`config.mk`:
```
export PLATFORM = sky130hd
export DESIGN_NAME = apb_cmd_arbiter_flat
export DESIGN_NICKNAME = d
export VERILOG_FILES = /design/src/rtl/apb_cmd_arbiter_if.sv /design/src/rtl/apb_cmd_arbiter.sv /design/src/flat_wrapper.sv
export SDC_FILE = /design/constraint.sdc
export NUM_CORES = 1
export LEC_CHECK = 0
export CAP_MARGIN = 20
export CORE_AREA = 2 2 144 146
export CTS_CLUSTER_DIAMETER = 150
export DETAILED_ROUTE_END_ITERATION = 12
export DIE_AREA = 0 0 146 148
export DONT_BUFFER_PORTS = 1
export PLACE_DENSITY = 0.4
export SLEW_MARGIN = 20
export SYNTH_ARGS = -nofsm -noshare
export SYNTH_HDL_FRONTEND = slang
export SYNTH_SLANG_ARGS = --single-unit
```
`constraint.sdc`:
```
create_clock -name pclk_i -period 5.2 [get_ports pclk_i]
set_input_delay 1.04 -clock pclk_i [delete_from_list [all_inputs] [get_ports pclk_i]]
set_output_delay 1.04 -clock pclk_i [all_outputs]
set_load 0.005 [all_outputs]
```
`src/rtl/apb_cmd_arbiter_if.sv`:
```
// Requester, bridge-command and APB-monitor bundle for apb_cmd_arbiter.
// slave = arbiter side, master = requesters/bridge/bus side.
interface apb_cmd_arbiter_if #(
  parameter int NREQ   = 4,
  parameter int CMD_W  = 56,
  parameter int DATA_W = 32
);
  logic [NREQ-1:0]       req_i;
  logic [NREQ*CMD_W-1:0] cmd_i;
  logic [NREQ-1:0]       gnt_o;
  logic [NREQ-1:0]       ack_o;
  logic [DATA_W-1:0]     rd_data_o;
  logic                  slverr_o;
  logic                  busy_o;
  logic [CMD_W-1:0]      cmd_o;
  logic                  cmd_vld_o;
  logic [DATA_W-1:0]     cmd_rd_data_i;
  logic                  psel_i;
  logic                  penable_i;
  logic                  pready_i;
  logic                  pslverr_i;

  modport slave (
    input  req_i, cmd_i, cmd_rd_data_i,
    input  psel_i, penable_i, pready_i, pslverr_i,
    output gnt_o, ack_o, rd_data_o, slverr_o,
    output busy_o, cmd_o, cmd_vld_o
  );

  modport master (
    output req_i, cmd_i, cmd_rd_data_i,
    output psel_i, penable_i, pready_i, pslverr_i,
    input  gnt_o, ack_o, rd_data_o, slverr_o,
    input  busy_o, cmd_o, cmd_vld_o
  );
endinterface

```
`src/rtl/apb_cmd_arbiter.sv`:
```
// Round-robin sharing of one APB bridge command port, one transfer in flight.
// Optional APB_ARB_HIPRI_EN: requester 0 wins every arbitration it joins.
module apb_cmd_arbiter #(
  parameter int NREQ   = 4,
  parameter int CMD_W  = 56,
  parameter int DATA_W = 32
) (
  input  logic            pclk_i,
  input  logic            prst_n_i,
  apb_cmd_arbiter_if.slave bus
);
  localparam int PW = $clog2(NREQ);

  typedef enum logic [1:0] {
    S_IDLE,
    S_ISSUE,
    S_WAIT,
    S_DONE
  } state_t;

  state_t            r_state;
  logic [PW-1:0]     r_ptr;
  logic [PW-1:0]     r_own;
  logic [NREQ-1:0]   r_gnt;
  logic [NREQ-1:0]   r_ack;
  logic [CMD_W-1:0]  r_cmd;
  logic              r_vld;
  logic              r_busy;
  logic              r_slverr;
  logic [DATA_W-1:0] r_rdata;

  logic [PW:0]       w_k;
  logic [PW-1:0]     w_win;
  logic [PW-1:0]     w_nxt;
  logic              w_found;
  logic              w_hs;
  logic              w_rd;

  assign w_hs = bus.psel_i & bus.penable_i & bus.pready_i;
  assign w_rd = (r_cmd[CMD_W-1 -: 8] == 8'h00);
  assign w_nxt = (r_own == PW'(NREQ-1)) ? '0 : r_own + 1'b1;

  // First requesting index at or after r_ptr, wrapping.
  always_comb begin
    w_k     = '0;
    w_win   = '0;
    w_found = 1'b0;
    for (int i = 0; i < NREQ; i++) begin
      w_k = {1'b0, r_ptr} + (PW+1)'(i);
      if (w_k >= (PW+1)'(NREQ))
        w_k = w_k - (PW+1)'(NREQ);
      if (!w_found && bus.req_i[w_k[PW-1:0]]) begin
        w_found = 1'b1;
        w_win   = w_k[PW-1:0];
      end
    end
`ifdef APB_ARB_HIPRI_EN
    if (bus.req_i[0]) begin
      w_found = 1'b1;
      w_win   = '0;
    end
`endif
  end

  always_ff @(posedge pclk_i or negedge prst_n_i) begin
    if (!prst_n_i) begin
      r_state  <= S_IDLE;
      r_ptr    <= '0;
      r_own    <= '0;
      r_gnt    <= '0;
      r_ack    <= '0;
      r_cmd    <= '0;
      r_vld    <= 1'b0;
      r_busy   <= 1'b0;
      r_slverr <= 1'b0;
      r_rdata  <= '0;
    end else begin
      unique case (r_state)
        S_IDLE: begin
          if (w_found) begin
            r_state <= S_ISSUE;
            r_own   <= w_win;
            r_gnt   <= NREQ'(1) << w_win;
            r_cmd   <= bus.cmd_i[w_win*CMD_W +: CMD_W];
            r_vld   <= 1'b1;
            r_busy  <= 1'b1;
          end
        end
        S_ISSUE: begin
          r_vld   <= 1'b0;
          r_state <= S_WAIT;
        end
        S_WAIT: begin
          if (w_hs) begin
            r_state  <= S_DONE;
            r_ack    <= r_gnt;
            r_slverr <= bus.pslverr_i;
            if (w_rd)
              r_rdata <= bus.cmd_rd_data_i;
          end
        end
        S_DONE: begin
          r_state <= S_IDLE;
          r_ack   <= '0;
          r_gnt   <= '0;
          r_busy  <= 1'b0;
`ifdef APB_ARB_HIPRI_EN
          // Requester 0 bypasses the rotation, so it must not move it.
          if (r_own != '0)
            r_ptr <= w_nxt;
`else
          r_ptr <= w_nxt;
`endif
        end
        default: r_state <= S_IDLE;
      endcase
    end
  end

  assign bus.gnt_o     = r_gnt;
  assign bus.ack_o     = r_ack;
  assign bus.rd_data_o = r_rdata;
  assign bus.slverr_o  = r_slverr;
  assign bus.busy_o    = r_busy;
  assign bus.cmd_o     = r_cmd;
  assign bus.cmd_vld_o = r_vld;
endmodule
```
`src/flat_wrapper.sv`:
```
// flat-port wrapper written by rule: the top's interface ports become plain ports
module apb_cmd_arbiter_flat 
#(
  parameter int NREQ   = 4,
  parameter int CMD_W  = 56,
  parameter int DATA_W = 32
)
  (pclk_i, prst_n_i, bus_req_i, bus_cmd_i, bus_cmd_rd_data_i, bus_psel_i, bus_penable_i, bus_pready_i, bus_pslverr_i, bus_gnt_o, bus_ack_o, bus_rd_data_o, bus_slverr_o, bus_busy_o, bus_cmd_o, bus_cmd_vld_o);
  apb_cmd_arbiter_if #(.NREQ(NREQ), .CMD_W(CMD_W), .DATA_W(DATA_W)) bus_i ();
  input  logic pclk_i;
  input  logic prst_n_i;
  input wire logic [$bits(bus_i.req_i)-1:0] bus_req_i;
  input wire logic [$bits(bus_i.cmd_i)-1:0] bus_cmd_i;
  input wire logic [$bits(bus_i.cmd_rd_data_i)-1:0] bus_cmd_rd_data_i;
  input wire logic [$bits(bus_i.psel_i)-1:0] bus_psel_i;
  input wire logic [$bits(bus_i.penable_i)-1:0] bus_penable_i;
  input wire logic [$bits(bus_i.pready_i)-1:0] bus_pready_i;
  input wire logic [$bits(bus_i.pslverr_i)-1:0] bus_pslverr_i;
  output wire logic [$bits(bus_i.gnt_o)-1:0] bus_gnt_o;
  output wire logic [$bits(bus_i.ack_o)-1:0] bus_ack_o;
  output wire logic [$bits(bus_i.rd_data_o)-1:0] bus_rd_data_o;
  output wire logic [$bits(bus_i.slverr_o)-1:0] bus_slverr_o;
  output wire logic [$bits(bus_i.busy_o)-1:0] bus_busy_o;
  output wire logic [$bits(bus_i.cmd_o)-1:0] bus_cmd_o;
  output wire logic [$bits(bus_i.cmd_vld_o)-1:0] bus_cmd_vld_o;
  assign bus_i.req_i = bus_req_i;
  assign bus_i.cmd_i = bus_cmd_i;
  assign bus_i.cmd_rd_data_i = bus_cmd_rd_data_i;
  assign bus_i.psel_i = bus_psel_i;
  assign bus_i.penable_i = bus_penable_i;
  assign bus_i.pready_i = bus_pready_i;
  assign bus_i.pslverr_i = bus_pslverr_i;
  assign bus_gnt_o = bus_i.gnt_o;
  assign bus_ack_o = bus_i.ack_o;
  assign bus_rd_data_o = bus_i.rd_data_o;
  assign bus_slverr_o = bus_i.slverr_o;
  assign bus_busy_o = bus_i.busy_o;
  assign bus_cmd_o = bus_i.cmd_o;
  assign bus_cmd_vld_o = bus_i.cmd_vld_o;
  apb_cmd_arbiter #(.NREQ(NREQ), .CMD_W(CMD_W), .DATA_W(DATA_W)) u_core (.pclk_i(pclk_i), .prst_n_i(prst_n_i), .bus(bus_i));
endmodule
```
# --- After elaboration in Yosys (flattened, before gate mapping) ---
# Cells that the tools add are included.
# W data, S select, Z words.
totals:
  register_bits: 105
  out_inout_bits: 99
  inputBits: 266
  mem_count: 0
  mem_bits_ro: 0
  latchBits: 0
  ram_bits: 0
classes:
  multipliers: 1
  magnitude_cmp: 8
  eq_ne: 6
  bitwise_logic: 2
  div: 0
  reduce_logical: 18
  add_sub_neg: 8
  shift: 2
  mux: 31
ops:
  columns: ["operator", "count"]
  rows:
  - ["$shiftx A224 B9 Y56", 1]
  - ["$mux W2", 11]
  - ["$pmux W4 S2", 2]
  - ["$lt A2 B3 Y1 const B", 4]
  - ["$reduce_and A2 Y1", 6]
  - ["$ge A3 B3 Y1 const B", 3]
  - ["$mux W1", 9]
  - ["$bmux W1 S2", 4]
  - ["$logic_not A8 Y1", 1]
  - ["$mux W4", 2]
  - ["$pmux W2 S4", 1]
  - ["$sub A2 B1 Y2 const B", 4]
  - ["$add A2 B2 Y3 const B", 2]
  - ["$eq A2 B2 Y1 const B", 3]
  - ["$reduce_bool A2 Y1", 3]
  - ["$mul A2 B3 Y5 const B", 1]
  - ["$ne A2 B1 Y1 const B", 2]
  - ["$pmux W1 S2", 2]
  - ["$shl A1 B2 Y4 const A", 1]
  - ["$add A2 B1 Y3 const B", 1]
  - ["$ge A2 B3 Y1 const B", 1]
  - ["$logic_and A1 B1 Y1", 3]
  - ["$logic_not A1 Y1", 3]
  - ["$reduce_and A3 Y1", 1]
  - ["4 further kinds", 5]

# --- Longest topological paths before layout ---
depth:
  depth_word: 17
  depth_mapped: 8
  depth_no_buf: 6

# --- Least setup slack after synthesis ---
# OpenSTA, ideal clock, no wires.
synth_timing:
  path_kind: "input-to-reg"
  startpoint: "in bus_req_i[3]"
  endpoint: "reg u_core.r_cmd[0], in the netlist u_core.bus.cmd_o[0]"
  path_buffers: 3
  setup_time_ns: 0.141
  slack_ns: 2.781
  cell_stages: 7
  arrival_time_ns: 2.278
  path_cell_list: "buf_2 -> a211oi_1 -> o31a_1 -> buf_6 -> buf_6 -> a222oi_1 -> a31oi_1"
synth_between:
  elab_chain_cells: 14
  word_cells_on_any_way: 25
  cone_classes: "1 x mul; 1 x shift; 16 x mux; 7 x reduce/logical"
synth_rtl:
  columns: ["item", "line_no", "text"]
  rows:
  - ["start, declared", "flat_wrapper.sv:12", "input wire logic [$bits(bus_i.req_i)-1:0] bus_req_i;"]
  - ["$bmux W1 S2", "apb_cmd_arbiter.sv:52", "if (!w_found && bus.req_i[w_k[PW-1:0]]) begin"]
  - ["$mux W1 (not written as such)", "apb_cmd_arbiter.sv:52", null]
  - ["$mux W1", "apb_cmd_arbiter.sv:52", null]
  - ["$logic_not A1 Y1", "apb_cmd_arbiter.sv:52", null]
  - ["$logic_and A1 B1 Y1", "apb_cmd_arbiter.sv:52", null]
  - ["$mux W1", "apb_cmd_arbiter.sv:52", null]
  - ["$logic_not A1 Y1", "apb_cmd_arbiter.sv:52", null]
  - ["$logic_and A1 B1 Y1", "apb_cmd_arbiter.sv:52", null]
  - ["$mux W1", "apb_cmd_arbiter.sv:52", null]
  - ["$logic_not A1 Y1", "apb_cmd_arbiter.sv:52", null]
  - ["$logic_and A1 B1 Y1", "apb_cmd_arbiter.sv:52", null]
  - ["$mux W2", "apb_cmd_arbiter.sv:52", null]
  - ["$mul A2 B3 Y5", "apb_cmd_arbiter.sv:84", "r_cmd <= bus.cmd_i[w_win*CMD_W +: CMD_W];"]
  - ["$shiftx A224 B9 Y56", "apb_cmd_arbiter.sv:84", null]
  - ["end signal, assigned", "apb_cmd_arbiter.sv:84", null]
  - ["end, declared", "apb_cmd_arbiter.sv:26", "logic [CMD_W-1:0] r_cmd;"]
# Several ways; a longest one is shown, not always the timed one. The select of a mux whose other input is x is not followed.
# A chain may end at the register's enable or synchronous reset.

# --- Worst setup path after layout ---
layout_timing:
  startpoint: "reg u_core.r_state[0]"
  endpoint: "reg u_core.r_own[0]"
layout_between:
  elab_chain_cells: 2
layout_rtl:
  columns: ["item", "line_no", "text"]
  rows:
  - ["start, declared", "apb_cmd_arbiter.sv:21", "state_t r_state;"]
  - ["start signal, assigned", "apb_cmd_arbiter.sv:67", "r_state <= S_IDLE;"]
  - ["start signal, assigned", "apb_cmd_arbiter.sv:81", "r_state <= S_ISSUE;"]
  - ["start signal, assigned", "apb_cmd_arbiter.sv:91", "r_state <= S_WAIT;"]
  - ["$logic_not A2 Y1", "apb_cmd_arbiter.sv:78", "unique case (r_state)"]
  - ["$reduce_and A2 Y1 (no source line)", null, null]
  - ["end signal, assigned", "apb_cmd_arbiter.sv:82", "r_own <= w_win;"]
  - ["end, declared", "apb_cmd_arbiter.sv:23", "logic [PW-1:0] r_own;"]
# Every way passes these cells.

==> reports/metrics.yaml <==
floorplan:
  die_area_um2: 21600
  die_x_um: 146
  core_um2: 20000
  chipHeight_um: 148
  num_rows: 52
  initial_core_util_pct: 25.6
  ios: 365
timing:
  rsz0062_at_grt: "no"
  finalSetupTns_ns: 0
  maxSlewViolCount: 0
  max_freq_ghz: 0.377
  fin_crit_ns: 2.65
  setup_viol: 0
  whs_ns: 0.372
  clock_skew_ns: 0.00969
  final-hold-violation-count: 0
  slew_headroom_pct: 60.6
  worst_pin_slew_ns: 0.591
  period_share_pct: 51.0
outcome:
  status: "finished, final reports clean"
detailed_routing:
  totalWireLength_um: 18200
  avgViaCountPerCell: 5.67
  drc_errors: 0
  antenna_left: 0
  vias: 4215
  drtPass1Iterations: 8
  wl_per_cell_um: 24.5
  drt_iter0_drc: 447
synth:
  async_flop_share_pct: 100
  synth_nets: 768
  synthDistinctLibCells: 36
  syn_area_per_cell_um2: 10.3
  yosysSeqAreaShare_pct: 51.3
  syn_inst: 496
  post_synth_instance_area_um2: 5120
  ys.flop_type: "dfrtp_1"
  synth_edf_count: 0
  yosys_warnings: 0
  ys_ff_latch: 105
critical_path:
  critical_path_required_ns: 5.43
  r2r_start: "u_core.r_state[0]"
  cp.arrival_ns: 2.89
  critPathLaunch: "u_core.r_state[0]"
  startpoint_type: "flop"
  path_max_fanout: 63
  path_class: "flop to flop"
  critPathCaptureType: "flop"
clock_network:
  clkTransAtPathRegs_ns: 0.08
  clock-sinks: 105
  insertion_delay_ns: 0.35
  cts_inserted_buffers: 9
  cts_buffer_depth: 2
  hold_buffers: 0
  cts_tree: "yes"
  post_cts_buffers: 0
  cts_root_buffer: "clkbuf_16"
  post_cts_resize_count: 0
  h-tree-depth: 3
worst_hold_path:
  holdCritPathClass: "input pin to async pin"
place:
  post-place-cells: 726
  dp_hpwl_um: 13500
  port_buffers: 0
  routabilityCongestion: 0.784
grt:
  grt_usage_pct: 16.0
  grt_max_degree: 106
  overflow: 0
  antenna_found_initial: 0
  grt_pass1_vias: 4168
  grt_pass1_wl_um: 26500
power_and_ir_drop:
  leakage_uw: 0.00232
  pwr_density_cell_nw_per_um2: 567
  peakVddDrop_v: 0.000211
  power_frac_clock_pct: 22.0
  power_switching_uw: 1320
  seq_power_share_pct: 44.6
  combPwrFrac_pct: 33.5
  p_sw_share_pct: 41.3
  intPower_uw: 1870
layout:
  area_delta_synth_final_pct: 9.55
  layout_common_cells: "dfrtp_1 (105), nand2_1 (66), nor2_1 (64)"
  stdcell_count: 743
  multi_input_area_um2: 2240
  drive_gt1_share_pct: 7.40
  n_fill_cell: 2164
  mostFrequentLayoutCell: "dfrtp_1"
  num_antenna_cells: 0
  nets: 740
  layout.area.seq_um2: 2630
job:
  timing.max_cap.violations: 0
stage by stage:
| stage | cell area [um2] | utilization (%) | setup WS [ns] | total power (uW) |
|---|---|---|---|---|
| 2_1_floorplan | 5120 | - | 2.78 | 2190 |
| 3_3_place_gp | 5280 | 26.4 | 1.89 | 2480 |
| 3_5_place_dp | 5280 | 26.4 | 1.88 | 2510 |
| 4_1_cts | 5590 | 27.9 | 2.08 | 3230 |
| 5_1_grt | 5610 | 28.0 | 2.34 | 3450 |
| 6_report | 5610 | 28.0 | 2.55 | 3180 |
state kept, by name (all words and copies together), names as in the netlist, 2 cells and up:
register              count
u_core.r_ptr              2
u_core.bus.gnt_o          4
u_core.r_own              2
u_core.bus.ack_o          4
u_core.bus.rd_data_o     32
u_core.r_state            2
u_core.bus.cmd_o         56
area by class of cell:
class	instances	share of cell area, %
Multi-Input combinational cell	337	39.9
Inverter	7	0.468
Clock inverter	7	1.49
Tap cell	270	6.02
Sequential cell	105	46.8
Clock buffer	9	4.01
Timing Repair Buffer	8	1.29
cell families (layout without fill, tap and decap cells):
logic type | count (synthesis) | count (layout) | share of synthesized area [%]
flops | 105 | 105 | 51.3
buf+inv | 54 | 31 | 5.18
fa+ha+maj | 6 | 6 | 1.47
mux | 39 | 39 | 8.45
simple gates | 144 | 144 | 11.3
compound gates | 148 | 148 | 22.3
worst paths after layout:
kind | endpoint | slack (ns) | cells past startpoint
max reg2reg | u_core.r_own[0] | 2.55 | 7
max in group asynchronous | u_core.bus.ack_o[3] | 4.66 | 0
min | u_core.bus.rd_data_o[16] | 0.37 | 0
max | u_core.r_own[0] | 2.55 | 7
min reg2reg | u_core.bus.rd_data_o[16] | 0.53 | 1
min in group pclk_i | u_core.bus.rd_data_o[16] | 0.53 | 1
power by group through the flow:
stage | Clock [uW] | Sequential [uW] | Combinational, uW
floorplan | 0 | 1300 | 882
global placement | 0 | 1440 | 1040
detailed placement | 0 | 1440 | 1070
CTS | 732 | 1430 | 1070
global route | 773 | 1450 | 1220
finish | 700 | 1420 | 1060
layer usage:
| layer | share of wire [%] | up-vias | track usage [%] |
|---|---|---|---|
| li1 | - | 1850 | - |
| met1 | 38 | 2085 | 19.2 |
| met2 | 51 | 259 | 27.2 |
| met3 | 9.5 | 21 | 5.03 |
| met4 | 2.2 | 0 | 5.92 |
| met5 | 0 | - | 0 |
cells in the mapped netlist, types with 2 or more instances:
library cell,number,area [um2]
mux2_1,31,349
o21ai_1,2,10.0
nor2_1,65,244
inv_1,6,22.5
a222oi_1,56,561
buf_6,4,45.0
buf_2,23,115
a21oi_1,4,20.0
mux2_2,3,33.8
o21ai_0,14,70.1
clkbuf_1,19,71.3
nor4_1,2,12.5
ha_1,6,75.1
nand2_1,66,248
a31oi_1,56,350
a22oi_1,5,37.5
a211oi_1,3,22.5
nand3_1,5,25.0
dfrtp_1,105,2630
mux2i_1,5,50.1
worst max-delay path, stage by stage (launching register included):
cell and delay [ns]:
dfrtp_1 0.42, inv_1 0.13, ha_1 0.25, inv_1 0.18, nor2_4 0.38, buf_12 0.24
buf_4 0.52, mux2_1 0.37
(Power assumes the default switching activity.)
